## src/rtl/tcam_pkg.sv

```systemverilog
// tcam_pkg: shared defaults, op encodings and FSM states for the TCAM rule writer.
package tcam_pkg;
  localparam int DEF_KEY_W = 128;
  localparam int DEF_ENTRIES = 16;
  localparam int DEF_IDX_W = $clog2(DEF_ENTRIES);
  localparam logic [DEF_KEY_W-1:0] DEF_DEL_PATTERN = '1;
  typedef enum logic [1:0] {
    OP_WRITE  = 2'b00,
    OP_DELETE = 2'b01,
    OP_CLEAR  = 2'b10,
    OP_RSVD   = 2'b11
  } op_t;
  typedef enum logic [2:0] {IDLE, WR_VAL, WR_MSK, SETTLE, DONE} state_t;
endpackage

```

## src/rtl/tcam_rule_prog.sv

```systemverilog
// tcam_rule_prog: expands rule commands into TCAM value/mask write pairs and
// keeps a shadow valid bitmap; every output is a flop fed from next-state logic.
module tcam_rule_prog
  import tcam_pkg::*;
#(
  parameter int KEY_W = DEF_KEY_W,
  parameter int ENTRIES = DEF_ENTRIES,
  parameter logic [KEY_W-1:0] DEL_PATTERN = {KEY_W{1'b1}},
  localparam int IDX_W = $clog2(ENTRIES)
) (
  input  logic               clk,
  input  logic               rst_n,
  input  logic               cmd_valid,
  output logic               cmd_ready,
  input  logic [1:0]         cmd_op,
  input  logic [IDX_W-1:0]   cmd_addr,
  input  logic [KEY_W-1:0]   cmd_value,
  input  logic [KEY_W-1:0]   cmd_mask,
  output logic               tcam_wr_en,
  output logic               tcam_wr_is_mask,
  output logic [IDX_W-1:0]   tcam_wr_addr,
  output logic [KEY_W-1:0]   tcam_wr_data,
  output logic               lookup_hold,
  output logic [ENTRIES-1:0] entry_valid,
  output logic               done,
  output logic               err
);
  state_t state, state_n;
  op_t op_q, op_e;
  logic [IDX_W-1:0] addr_q, addr_e, cnt, cnt_n, cnt_inc, addr_n;
  logic [KEY_W-1:0] value_q, mask_q, value_e, mask_e, word_val, word_msk, data_n;
  logic [ENTRIES-1:0] ev_n;
  logic acc, wr_n, msk_n;
  always_comb begin
    acc = cmd_valid && cmd_ready;
    op_e = (state == IDLE) ? op_t'(cmd_op) : op_q;
    addr_e = (state == IDLE) ? cmd_addr : addr_q;
    value_e = (state == IDLE) ? cmd_value : value_q;
    mask_e = (state == IDLE) ? cmd_mask : mask_q;
    cnt_inc = cnt + 1'b1;
    state_n = state;
    cnt_n = cnt;
    case (state)
      IDLE: if (acc) begin
        state_n = (op_e == OP_RSVD) ? IDLE : WR_VAL;
        cnt_n = '0;
      end
      WR_VAL: state_n = WR_MSK;
      // a clear walks every entry; the counter wrapping back to 0 ends it
      WR_MSK: begin
        state_n = (op_e == OP_CLEAR && cnt_inc != '0) ? WR_VAL : SETTLE;
        cnt_n = (op_e == OP_CLEAR) ? cnt_inc : cnt;
      end
      SETTLE: state_n = DONE;
      default: state_n = IDLE;
    endcase
    wr_n = state_n == WR_VAL || state_n == WR_MSK;
    msk_n = state_n == WR_MSK;
    word_val = (op_e == OP_WRITE) ? (value_e & ~mask_e) : DEL_PATTERN;
    word_msk = (op_e == OP_WRITE) ? mask_e : '0;
    addr_n = !wr_n ? '0 : (op_e == OP_CLEAR) ? cnt_n : addr_e;
    data_n = !wr_n ? '0 : msk_n ? word_msk : word_val;
    ev_n = entry_valid;
    if (state == WR_MSK && state_n == SETTLE) begin
      if (op_e == OP_CLEAR) ev_n = '0;
      else ev_n[addr_e] = op_e == OP_WRITE;
    end
  end
  always_ff @(posedge clk or negedge rst_n) begin
    if (!rst_n) begin
      state <= IDLE;
      op_q <= OP_WRITE;
      addr_q <= '0;
      value_q <= '0;
      mask_q <= '0;
      cnt <= '0;
      cmd_ready <= 1'b0;
      tcam_wr_en <= 1'b0;
      tcam_wr_is_mask <= 1'b0;
      tcam_wr_addr <= '0;
      tcam_wr_data <= '0;
      lookup_hold <= 1'b0;
      entry_valid <= '0;
      done <= 1'b0;
      err <= 1'b0;
    end else begin
      state <= state_n;
      cnt <= cnt_n;
      if (acc) begin
        op_q <= op_e;
        addr_q <= cmd_addr;
        value_q <= cmd_value;
        mask_q <= cmd_mask;
      end
      cmd_ready <= state_n == IDLE;
      tcam_wr_en <= wr_n;
      tcam_wr_is_mask <= msk_n;
      tcam_wr_addr <= addr_n;
      tcam_wr_data <= data_n;
      lookup_hold <= wr_n || state_n == SETTLE;
      entry_valid <= ev_n;
      done <= state_n == DONE;
      err <= state == IDLE && acc && op_e == OP_RSVD;
    end
  end
endmodule

```

## config.mk

```make
export PLATFORM = sky130hd
export DESIGN_NAME = tcam_rule_prog
export DESIGN_NICKNAME = d
export VERILOG_FILES = /design/src/rtl/tcam_pkg.sv /design/src/rtl/tcam_rule_prog.sv
export SDC_FILE = /design/constraint.sdc
export NUM_CORES = 1
export LEC_CHECK = 0
export ABC_CLOCK_PERIOD_IN_PS = 2460
export BUFFER_PORTS_ARGS = -buffer_cell sky130_fd_sc_hd__buf_2
export CAP_MARGIN = 15
export CELL_PAD_IN_SITES_DETAIL_PLACEMENT = 0
export CELL_PAD_IN_SITES_GLOBAL_PLACEMENT = 2
export CORE_MARGIN = 8
export CORE_UTILIZATION = 33
export DETAILED_ROUTE_END_ITERATION = 8
export GPL_TIMING_DRIVEN = 0
export PLACE_DENSITY_LB_ADDON = 0.1
export SYNTH_ARGS = -nofsm -noshare
export SYNTH_HDL_FRONTEND = slang
export SYNTH_SLANG_ARGS = --single-unit
```

## constraint.sdc

```tcl
create_clock -name clk -period 2.46 [get_ports clk]
set_input_delay 0.492 -clock clk [delete_from_list [all_inputs] [get_ports clk]]
set_output_delay 0.492 -clock clk [all_outputs]
set_load 0.01 [all_outputs]
```

==> results.json <==
{
  "p_switching_mw": 14.41,
  "finalHoldViolCount": 0,
  "tns_ns": 0,
  "clkTransAtPathRegs_ns": 0.06,
  "io_buffers": 416,
  "dpl-instance-area_sq_um": 23330,
  "p_leak_nw": 12.26,
  "arrival_ns": 2.87,
  "ioPinCount": 419,
  "fin_area_sq_um": 25160,
  "min_path_cells": 3,
  "ys_seq_area_share_pct": 52.53,
  "dp_slack_ns": -0.9207,
  "setup_viol": 0,
  "avgSynthCellArea_sq_um": 8.601,
  "finalCriticalPeriod_ns": 2.402,
  "startpoint_type": "flip-flop",
  "synth_area_leaders": "dfrtp_1 (53%), nand2_1 (15%), nand3_1 (6.5%)",
  "finalNetCount": 3084,
  "cts_made_buffers": 51,
  "synth-edff-count": 0,
  "slew_headroom_pct": 52.56,
  "r2r-start": "state[1]",
  "htreeDepth": 2,
  "power.density_nw_per_um2": 1330,
  "fp.dieArea_sq_um": 69230,
  "place_hpwl_mm": 55.66,
  "maxSlewViolCount": 0,
  "total_power_mw": 33.46,
  "cts.sinks": 423,
  "synth_warnings": 0,
  "r2r_slack_ns": 0.06,
  "drv_cap": 0,
  "synthCells": 2343,
  "skew_ns": 0.01544,
  "synth_commonest_cells": "nand2_1 (791), dfrtp_1 (423), nand3_1 (263)",
  "synth_top_cell_by_area": "dfrtp_1",
  "synth_nets": 2609,
  "drc": 0,
  "syn-cell-area_sq_um": 20150,
  "tightest_slew_ns": 0.7116,
  "wire_per_inst_um": 22.07,
  "drtIter0Drc": 1375,
  "grt_pass1_wl_mm": 121.2,
  "insertion_delay_ns": 0.59,
  "swShare_pct": 43.07,
  "rr_worst_depth": 7,
  "max_stage_delay_ns": 0.48,
  "synth_top_area_share_pct": 52.53,
  "critPathBufInv": 3,
  "required_ns": 2.92,
  "synth.distinct_cells": 51,
  "drtPass1Iterations": 6,
  "min-delay-path-class": "in2reg",
  "fp-row-count": 90,
  "dp_cells": 3545,
  "crit_chain": "nor2_1, nand2_1, inv_1, clkbuf_4, clkbuf_1, nand3_1, a21oi_1",
  "initial_core_util_pct": 33.39,
  "wl_mm": 80.30,
  "core_area_sq_um": 60360,
  "cts_tree": "done",
  "grt_pass1_vias": 19660,
  "area_delta_synth_final_pct": 24.87,
  "vias_per_cell": 5.252,
  "grt_use_total_pct": 22.31,
  "seqPwrFrac_pct": 34.5,
  "worst_slack_ns": 0.05820,
  "grt_start_max_net_pins": 112,
  "yosys_register_bits": 423,
  "crit_path_end_kind": "flip-flop",
  "crit_slowest_cell": "clkbuf_1",
  "ant_nets": 0,
  "ys_async_sr_fraction_pct": 100.0,
  "cp_max_fo": 10,
  "worstHoldStart": "cmd_mask[5]",
  "p_comb_share_pct": 42.7,
  "fin_cells": 3639,
  "overflow": 0,
  "nFillCells": 6206,
  "internal_power_mw": 19.05,
  "fmax_mhz": 416.4,
  "min_period_over_period_pct": 97.63,
  "drive_gt1_share_pct": 20.31,
  "synth_most_common_cell": "nand2_1",
  "die_y_um": 263.1,
  "cp.depth": 7,
  "antenna_found_initial": 3,
  "whs_endpoint": "mask_q[5]",
  "p_clk_share_pct": 22.8,
  "cp_top_family": "buffers and inverters",
  "clockBufferDepth": 3,
  "die_w_um": 263.1,
  "clockRootBuffer": "clkbuf_16",
  "synth_flop_cell": "dfrtp_1",
  "r2r_end": "tcam_wr_data[96]",
  "globalplace.congestion": 0.8527,
  "peakVddDrop_mv": 0.5284,
  "status": "completed",
  "via_count": 19110,
  "rsz0062_at_grt": "true",
  "path_class": "reg2reg"
}
==> worst min-delay path: cells and delay by family <==
family / cells / cell delay (ns)
buffers and inverters: 1 / 0.08
AND/OR/NAND/NOR: 2 / 0.09
==> placed cells by master (no fill, tap or decap), types with 8 or more instances in the layout <==
cell       synthesis  final
nor2_1            11      9
clkinv_2           0     12
dfrtp_1          423    423
a311oi_1          11     11
nand3_1          263    263
nand2b_1         132    132
clkbuf_1         149    132
clkbuf_2           0     20
a211oi_1          19     19
o21ai_0           19     19
clkbuf_8           0     15
buf_4              1     12
buf_2             28    429
o311ai_0         128    128
o41ai_1           14     14
a21oi_1          134    133
nor2b_1          138    138
nand2_1          791    791
mux2_2             8      8
clkbuf_16          0     53
clkbuf_4           0     10
buf_1             12     11
==> power by group through the flow <==
stage	Combinational, mW	Clock, mW	Sequential (mW)
after floorplan	8.13	0	11.6
after global placement	13.9	0	11.6
after detailed placement	14.0	0	11.6
after CTS	14.2	7.85	11.5
after global routing	15.7	8.10	11.9
final	14.3	7.62	11.5
==> layout make-up <==
| class | count | area [sq um] | share of cell area (%) |
|---|---|---|---|
| Clock buffer | 77 | 1567 | 6.225 |
| Multi-Input combinational cell | 1722 | 8795 | 34.95 |
| Clock inverter | 14 | 120.1 | 0.4773 |
| Buffer | 189 | 850.8 | 3.381 |
| Tap cell | 782 | 978.4 | 3.888 |
| Timing Repair Buffer | 425 | 2242 | 8.911 |
| Sequential cell | 423 | 10590 | 42.07 |
| Antenna cell | 1 | 2.502 | 0.009945 |
| Inverter | 6 | 22.52 | 0.08950 |
==> metrics by stage <==
stage / utilization [%] / hold WS (ns)
CTS: 41.58 / 0.06236
global route: 41.69 / 0.09368
global placement: 38.46 / 0.4511
detailed placement: 38.66 / 0.3891
floorplan: - / 0.1964
finish: 41.69 / 0.09978
==> logic make-up after synthesis <==
logic type,count (synthesis),synth area share [%]
buffers and inverters,198,3.955
AO/OA/AOI/OAI,350,12.15
adder cells (fa/ha/maj),1,0.06208
AND/OR/NAND/NOR,1362,30.81
multiplexers,9,0.4967
flip-flops,423,52.53
==> sequential cells by signal (all words and copies together) (netlist names) <==
register	cells
addr_q	4
cmd_ready	1
cnt	4
done	1
entry_valid	16
err	1
lookup_hold	1
mask_q	128
op_q	2
state	3
tcam_wr_addr	4
tcam_wr_data	128
tcam_wr_en	1
tcam_wr_is_mask	1
value_q	128
==> how the worst max path moves through the flow <==
stage | end | from
after floorplan | tcam_wr_addr[3] | state[0]
after CTS | tcam_wr_data[76] | op_q[0]
after global routing | tcam_wr_data[96] | op_q[0]
final | tcam_wr_data[96] | state[1]
after detailed placement | tcam_wr_data[64] | cmd_op[1]
after global placement | tcam_wr_data[72] | rst_n
==> layer usage <==
metal / GRT usage [%] / vias up / wire (um)
li1: - / 8903 / -
met1: 28.84 / 9435 / 34150
met2: 37.40 / 641 / 38910
met3: 4.456 / 131 / 4930
met4: 6.996 / 2 / 2295
met5: 0 / - / 9
==> what timing repair did <==
action,in CTS,in global routing
resized for setup,27,39
endpoints found under the setup margin,339,132
hold buffers,1,0
setup buffers,2,2
endpoints found under the hold margin,35,0
pin swaps,1,1
(Power assumes the default switching activity.)
